--- src/rtl/dtcm_pkg.sv ---
// Shared definitions for the DTCM store buffer: execute-stage mem-op
// encodings, store-size enum and the buffered entry layout.
package dtcm_pkg;

  localparam logic [3:0] MINST_SB   = 4'b1000;
  localparam logic [3:0] MINST_SH   = 4'b1001;
  localparam logic [3:0] MINST_SW   = 4'b1010;
  localparam logic [3:0] MINST_NONE = 4'b1100;

  typedef enum logic [1:0] {
    SZ_B    = 2'b00,
    SZ_H    = 2'b01,
    SZ_W    = 2'b10,
    SZ_NONE = 2'b11
  } st_size_e;

  // One pending store: word address plus already lane-aligned strobe/data.
  typedef struct packed {
    logic [29:0] addr;
    logic [3:0]  wstrb;
    logic [31:0] wdata;
  } stb_entry_t;

  // Decode the store size carried by a mem-op; loads and no-ops give SZ_NONE.
  function automatic st_size_e minst_size(input logic [3:0] minst);
    st_size_e sz;
    case (minst)
      MINST_SB: sz = SZ_B;
      MINST_SH: sz = SZ_H;
      MINST_SW: sz = SZ_W;
      default:  sz = SZ_NONE;
    endcase
    return sz;
  endfunction

endpackage

--- src/rtl/st_align.sv ---
// Store lane alignment: turns a byte address offset, store size and source
// register value into DTCM byte enables and lane-replicated write data.
module st_align
  import dtcm_pkg::*;
(
  input  st_size_e    size,
  input  logic [1:0]  byte_off,
  input  logic [31:0] data,
  output logic [3:0]  wstrb,
  output logic [31:0] wdata
);

  // Select byte enables and replicate the source into every lane it may hit.
  always_comb begin
    wstrb = 4'b0000;
    wdata = 32'h0000_0000;
    case (size)
      SZ_B: begin
        wstrb = 4'b0001 << byte_off;
        wdata = {4{data[7:0]}};
      end
      SZ_H: begin
        wstrb = byte_off[1] ? 4'b1100 : 4'b0011;
        wdata = {2{data[15:0]}};
      end
      SZ_W: begin
        wstrb = 4'b1111;
        wdata = data;
      end
      default: begin
        wstrb = 4'b0000;
        wdata = 32'h0000_0000;
      end
    endcase
  end

endmodule

--- src/rtl/dtcm_store_buf.sv ---
// DTCM store buffer: FIFO of aligned stores that drains into the DTCM in
// cycles not used by an unstalled load. Loads that hit a pending store's
// word are stalled until that word has been written.
// Optional feature: define DTCM_STBUF_BYPASS_EN to let a store arriving at
// an empty buffer write the DTCM in its own cycle instead of enqueueing.
module dtcm_store_buf
  import dtcm_pkg::*;
#(
  parameter int DEPTH = 2
) (
  input  logic        clk,
  input  logic        reset,
  input  logic [3:0]  minst,
  input  logic [31:0] st_addr,
  input  logic [31:0] st_data,
  output logic        stall,
  output logic        dtcm_we,
  output logic [3:0]  dtcm_wstrb,
  output logic [31:0] dtcm_waddr,
  output logic [31:0] dtcm_wdata,
  output logic        stb_empty
);

  localparam int PTR_W = $clog2(DEPTH);
  localparam int CNT_W = PTR_W + 1;

  stb_entry_t       entry_r [DEPTH];
  logic [DEPTH-1:0] valid_r;
  logic [PTR_W-1:0] wr_ptr_r;
  logic [PTR_W-1:0] rd_ptr_r;
  logic [CNT_W-1:0] count_r;

  logic       is_st_s;
  logic       is_ld_s;
  logic       raw_hit_s;
  logic       empty_s;
  logic       full_s;
  logic       drain_s;
  logic       stall_s;
  logic       accept_s;
  logic       bypass_s;
  logic       push_s;
  st_size_e   size_s;
  logic [3:0] al_wstrb_s;
  logic [31:0] al_wdata_s;
  stb_entry_t new_entry_s;
  stb_entry_t head_s;

  st_align u_st_align (
    .size     (size_s),
    .byte_off (st_addr[1:0]),
    .data     (st_data),
    .wstrb    (al_wstrb_s),
    .wdata    (al_wdata_s)
  );

  // Classify the current mem-op and build the entry a store would occupy.
  always_comb begin
    is_st_s     = (minst[3:2] == 2'b10);
    is_ld_s     = (minst[3] == 1'b0);
    size_s      = minst_size(minst);
    new_entry_s = '{addr: st_addr[31:2], wstrb: al_wstrb_s, wdata: al_wdata_s};
  end

  // Read-after-write hazard: a load whose word matches any valid entry.
  always_comb begin
    raw_hit_s = 1'b0;
    for (int i = 0; i < DEPTH; i++) begin
      raw_hit_s = raw_hit_s | (is_ld_s & valid_r[i] & (entry_r[i].addr == st_addr[31:2]));
    end
  end

  // Drain/stall/accept decisions; unstalled loads own the DTCM port.
  always_comb begin
    empty_s  = (count_r == CNT_W'(0));
    full_s   = (count_r == CNT_W'(DEPTH));
    drain_s  = ~empty_s & ~(is_ld_s & ~raw_hit_s);
    stall_s  = raw_hit_s | (is_st_s & full_s & ~drain_s);
    accept_s = is_st_s & ~stall_s;
`ifdef DTCM_STBUF_BYPASS_EN
    bypass_s = accept_s & empty_s;
`else
    bypass_s = 1'b0;
`endif
    push_s   = accept_s & ~bypass_s;
    head_s   = entry_r[rd_ptr_r];
  end

  // DTCM write port: the FIFO head, or the incoming store when it bypasses.
  always_comb begin
    stall     = stall_s;
    stb_empty = empty_s;
    dtcm_we   = drain_s | bypass_s;
    if (bypass_s) begin
      dtcm_waddr = {new_entry_s.addr, 2'b00};
      dtcm_wstrb = new_entry_s.wstrb;
      dtcm_wdata = new_entry_s.wdata;
    end else begin
      dtcm_waddr = {head_s.addr, 2'b00};
      dtcm_wstrb = head_s.wstrb;
      dtcm_wdata = head_s.wdata;
    end
  end

  // FIFO state: pop on drain, push on non-bypassed accept, both when both.
  always_ff @(posedge clk or negedge reset) begin
    if (!reset) begin
      valid_r  <= '0;
      wr_ptr_r <= '0;
      rd_ptr_r <= '0;
      count_r  <= '0;
      for (int i = 0; i < DEPTH; i++) begin
        entry_r[i] <= '0;
      end
    end else begin
      if (drain_s) begin
        valid_r[rd_ptr_r] <= 1'b0;
        rd_ptr_r          <= rd_ptr_r + PTR_W'(1);
      end
      if (push_s) begin
        entry_r[wr_ptr_r] <= new_entry_s;
        valid_r[wr_ptr_r] <= 1'b1;
        wr_ptr_r          <= wr_ptr_r + PTR_W'(1);
      end
      case ({push_s, drain_s})
        2'b10:   count_r <= count_r + CNT_W'(1);
        2'b01:   count_r <= count_r - CNT_W'(1);
        default: count_r <= count_r;
      endcase
    end
  end

endmodule

--- config.mk ---
export PLATFORM = sky130hd
export DESIGN_NAME = dtcm_store_buf
export DESIGN_NICKNAME = d
export VERILOG_FILES = /design/src/rtl/dtcm_pkg.sv /design/src/rtl/st_align.sv /design/src/rtl/dtcm_store_buf.sv
export SDC_FILE = /design/constraint.sdc
export NUM_CORES = 1
export LEC_CHECK = 0
export BUFFER_PORTS_ARGS = -buffer_cell sky130_fd_sc_hd__buf_4
export CAP_MARGIN = 20
export CORE_ASPECT_RATIO = 0.5
export CORE_MARGIN = 3
export CORE_UTILIZATION = 54
export CTS_CLUSTER_SIZE = 24
export DETAILED_ROUTE_END_ITERATION = 8
export PLACE_DENSITY = 0.84
export SLEW_MARGIN = 20
export SYNTH_ARGS = -nofsm -noshare
export SYNTH_HDL_FRONTEND = slang
export SYNTH_SLANG_ARGS = --single-unit
--- constraint.sdc ---
create_clock -name clk -period 6.5 [get_ports clk]
set_input_delay 0.65 -clock clk [delete_from_list [all_inputs] [get_ports clk]]
set_output_delay 0.65 -clock clk [all_outputs]
set_load 0.1 [all_outputs]
==> reports/qor.csv <==
stage,metric,value,unit
status,status,"finished, final reports clean",
drt,postRouteAntennaNets,0,
worst_setup_path,crit_cells,6,
synth,synth_top_cell_area_share,48.82,%
die,core-area,0.01230,sq mm
drt,routed_wl,18.93,mm
clock_network,cts_resized,0,
sta,setup_viol,0,
drt,drtPass1Iterations,5,
final_layout,final_common_cell,nand2_1,
placement,dp_hpwl,12.63,mm
final_layout,antenna_cells,0,
sta,maxSlewHeadroom,35.51,%
worst_setup_path,cp.arrival,2650,ps
worst_setup_path,cp-endpoint,stall,
worst_setup_path,rrSetupSlack,3940,ps
synth,synthTopCellsByArea,"dfrtp_1 (49%), mux2_2 (15%), nand2_1 (9.4%)",
worst_setup_path,worstPathCellList,xnor2_1 -> nand2_1 -> or3b_2 -> or4_1 -> o21ai_1 -> buf_4,
clock_network,post-cts-setup-buffer-count,0,
power_and_ir_drop,internal-power,0.002384,W
clock_network,cts_tree,done,
final_layout,stdcell_area,0.008897,sq mm
power_and_ir_drop,p_switching,0.002156,W
power_and_ir_drop,switching_share,47.50,%
grt,grt_pass1_wl,30.17,mm
worst_setup_path,r2r-end,count_r[1],
sta,setup_tns,0,ps
clock_network,cts.sinks,138,
final_layout,drive_gt1_share,32.55,%
clock_network,clockRootBuffer,clkbuf_16,
worst_setup_path,critPathLaunchType,flop,
die,start_util,57.52,%
min_path,hp-class,in -> async,
worst_setup_path,cp_slowest_stage_delay,530,ps
placement,io_buffers,138,
worst_setup_path,cp.buffers_inverters,1,
worst_setup_path,critical_path_required,5850,ps
synth,synth_edf_count,0,
clock_network,clkTransAtPathRegs,60,ps
die,core.rowCount,28,
synth,netlist_area,0.007073,sq mm
final_layout,final_cell_mix,"nand2_1 (176), buf_4 (142), dfrtp_1 (137), mux2_2 (97), o21ai_0 (89)",
die,io-pin-count,141,
job,cap_violations,0,
synth,yosys_warnings,0,
drt,wire_per_inst,18.63,um
drt,via_count,5773,
power_and_ir_drop,combPwrFrac,48.4,%
synth,ys_seq_area_share,48.82,%
die,dieArea,0.01459,sq mm
grt,antenna_found_initial,0,
clock_network,cts_made_buffers,17,
sta,finalClockSkew,11.21,ps
sta,fin_crit_sh,50.71,%
grt,grt_max_degree,103,
worst_setup_path,r2r_start,entry_r[113],
synth,synth_top_flop_cell,dfrtp_1,
drt,drcViolationCount,0,
sta,maxSlewViolCount,0,
sta,hold_violations,0,
placement,post_dp_cell_area,0.008207,sq mm
grt,grt_remaining_overflow,0,
clock_network,cts_hold_buf,0,
worst_setup_path,crit_path_start,entry_r[123],
clock_network,insertion_delay,420,ps
sta,worstMarginPinSlew,965.4,ps
worst_setup_path,path_class,reg -> out,
synth,synth_top_cell_by_area,dfrtp_1,
grt,grtUsageTotal,26.21,%
clock_network,htreeDepth,4,
worst_setup_path,critPathMaxFanout,3,
final_layout,nets,909,
worst_setup_path,slowest_stage,or4_1,
die,die_h,86.93,um
synth,synth_cell_type_count,32,
final_layout,synthToLayoutAreaGrowth,25.79,%
sta,min_period,3296,ps
grt,first_global_vias,5757,
sta,fmax,0.3034,GHz
sta,rsz0062_at_grt,false,
synth,synth_area_per_cell,9.879,sq um
synth,async_reset_ff_share,100.0,%
drt,drt_iter0_markers,440,
drt,viasPerCell,5.682,
power_and_ir_drop,power_density,510.3,mW/mm^2
power_and_ir_drop,clkPwrFrac,24.6,%
power_and_ir_drop,seqPwrFrac,27.1,%
worst_setup_path,cp_top_family,simple AND/OR/NAND/NOR gates,
synth,synth_cells,716,
synth,synth_seq_cells,138,
power_and_ir_drop,p_leak,4.153,nW
placement,gp_congestion,0.9101,
worst_setup_path,ff2ff_path_depth,9,
worst_setup_path,crit_path_end_kind,primary output,
power_and_ir_drop,irDropWorstVdd,399.1,uV
die,die_w,167.9,um
clock_network,clockBufferDepth,2,
==> sequential cells by signal (all words and copies together), names as in the netlist <==
register and cells:
valid_r 2, entry_r 132, rd_ptr_r 1, wr_ptr_r 1
count_r 2
==> stage by stage <==
| step | power, W | worst slack [ps] | util, % | hold WS [ps] | instances |
|---|---|---|---|---|---|
| after floorplan | 0.002982 | 2655 | - | 354.4 | 717 |
| after global placement | 0.003381 | 3298 | 66.74 | 455.2 | 984 |
| after detailed placement | 0.003412 | 3288 | 66.74 | 458.1 | 984 |
| after CTS | 0.004541 | 3217 | 72.25 | 459.1 | 1016 |
| after global routing | 0.004693 | 3058 | 72.35 | 336.9 | 1016 |
| final | 0.004540 | 3204 | 72.35 | 280.6 | 1016 |
==> kinds of logic (layout without fill, tap and decap cells) <==
logic type / count (synthesis) / in the layout / share of synthesized area [%]
other: 1 / 2 / 0.05302
and+or+nand+nor: 260 / 260 / 16.17
AOI/OAI and AO/OA: 104 / 104 / 7.890
DFF: 138 / 138 / 48.82
adders and majority gates: 1 / 1 / 0.1769
muxes: 105 / 105 / 16.58
buffers and inverters: 43 / 177 / 2.388
xor gates and xnor gates: 64 / 64 / 7.925
==> worst reg2reg max path: stages (launching register included) <==
cell and delay (ps):
dfrtp_1 410, xor2_1 180, or4_1 530, nor4_1 230, nand4_1 180, a31oi_4 340
ha_1 230, xnor2_1 130, nor2_1 70, xor2_1 140
==> worst min-delay path by stage <==
| stage | start | endpoint | slack (ps) | cells past startpoint |
|---|---|---|---|---|
| floorplan | reset | count_r[0] | 350 | 0 |
| global placement | count_r[1] | count_r[1] | 460 | 1 |
| detailed placement | count_r[1] | count_r[1] | 460 | 1 |
| CTS | st_addr[15] | entry_r[115] | 460 | 3 |
| global route | reset | entry_r[6] | 340 | 1 |
| finish | reset | entry_r[66] | 280 | 1 |
==> cell type report <==
class | count | area (sq um)
Clock buffer | 22 | 464.2
Clock inverter | 10 | 214.0
Fill cell | 880 | 3400
Inverter | 2 | 7.507
Multi-Input combinational cell | 536 | 3473
Sequential cell | 138 | 3455
Tap cell | 165 | 206.4
Timing Repair Buffer | 143 | 1077
==> layer usage <==
metal | part of all wire, % | track usage [%] | up-vias | routed length, um
li1 | - | - | 2671 | -
met1 | 43 | 34.66 | 2862 | 8178
met2 | 49 | 44.21 | 205 | 9305
met3 | 5.8 | 5.440 | 35 | 1105
met4 | 1.8 | 8.315 | 0 | 340
met5 | 0 | 0 | - | 0
==> power by group through the flow <==
stage	clock [W]	sequential [W]	combinational [W]
2_1_floorplan	0	0.00117	0.00182
3_3_place_gp	0	0.00122	0.00216
3_5_place_dp	0	0.00124	0.00218
4_1_cts	0.00112	0.00123	0.00219
5_1_grt	0.00116	0.00126	0.00227
6_report	0.00112	0.00123	0.00220
==> cell usage after synthesis (7+ instances only) <==
master,number
and2_1,15
dfrtp_1,138
clkbuf_1,35
mux2i_1,8
nand4_1,17
nor2b_1,7
nor4_1,8
o21ai_0,89
mux2_2,97
nand2_1,177
nor2_1,21
a22oi_1,8
xor2_1,29
xnor2_1,35
No activity file was read; power rests on OpenSTA's default activity.
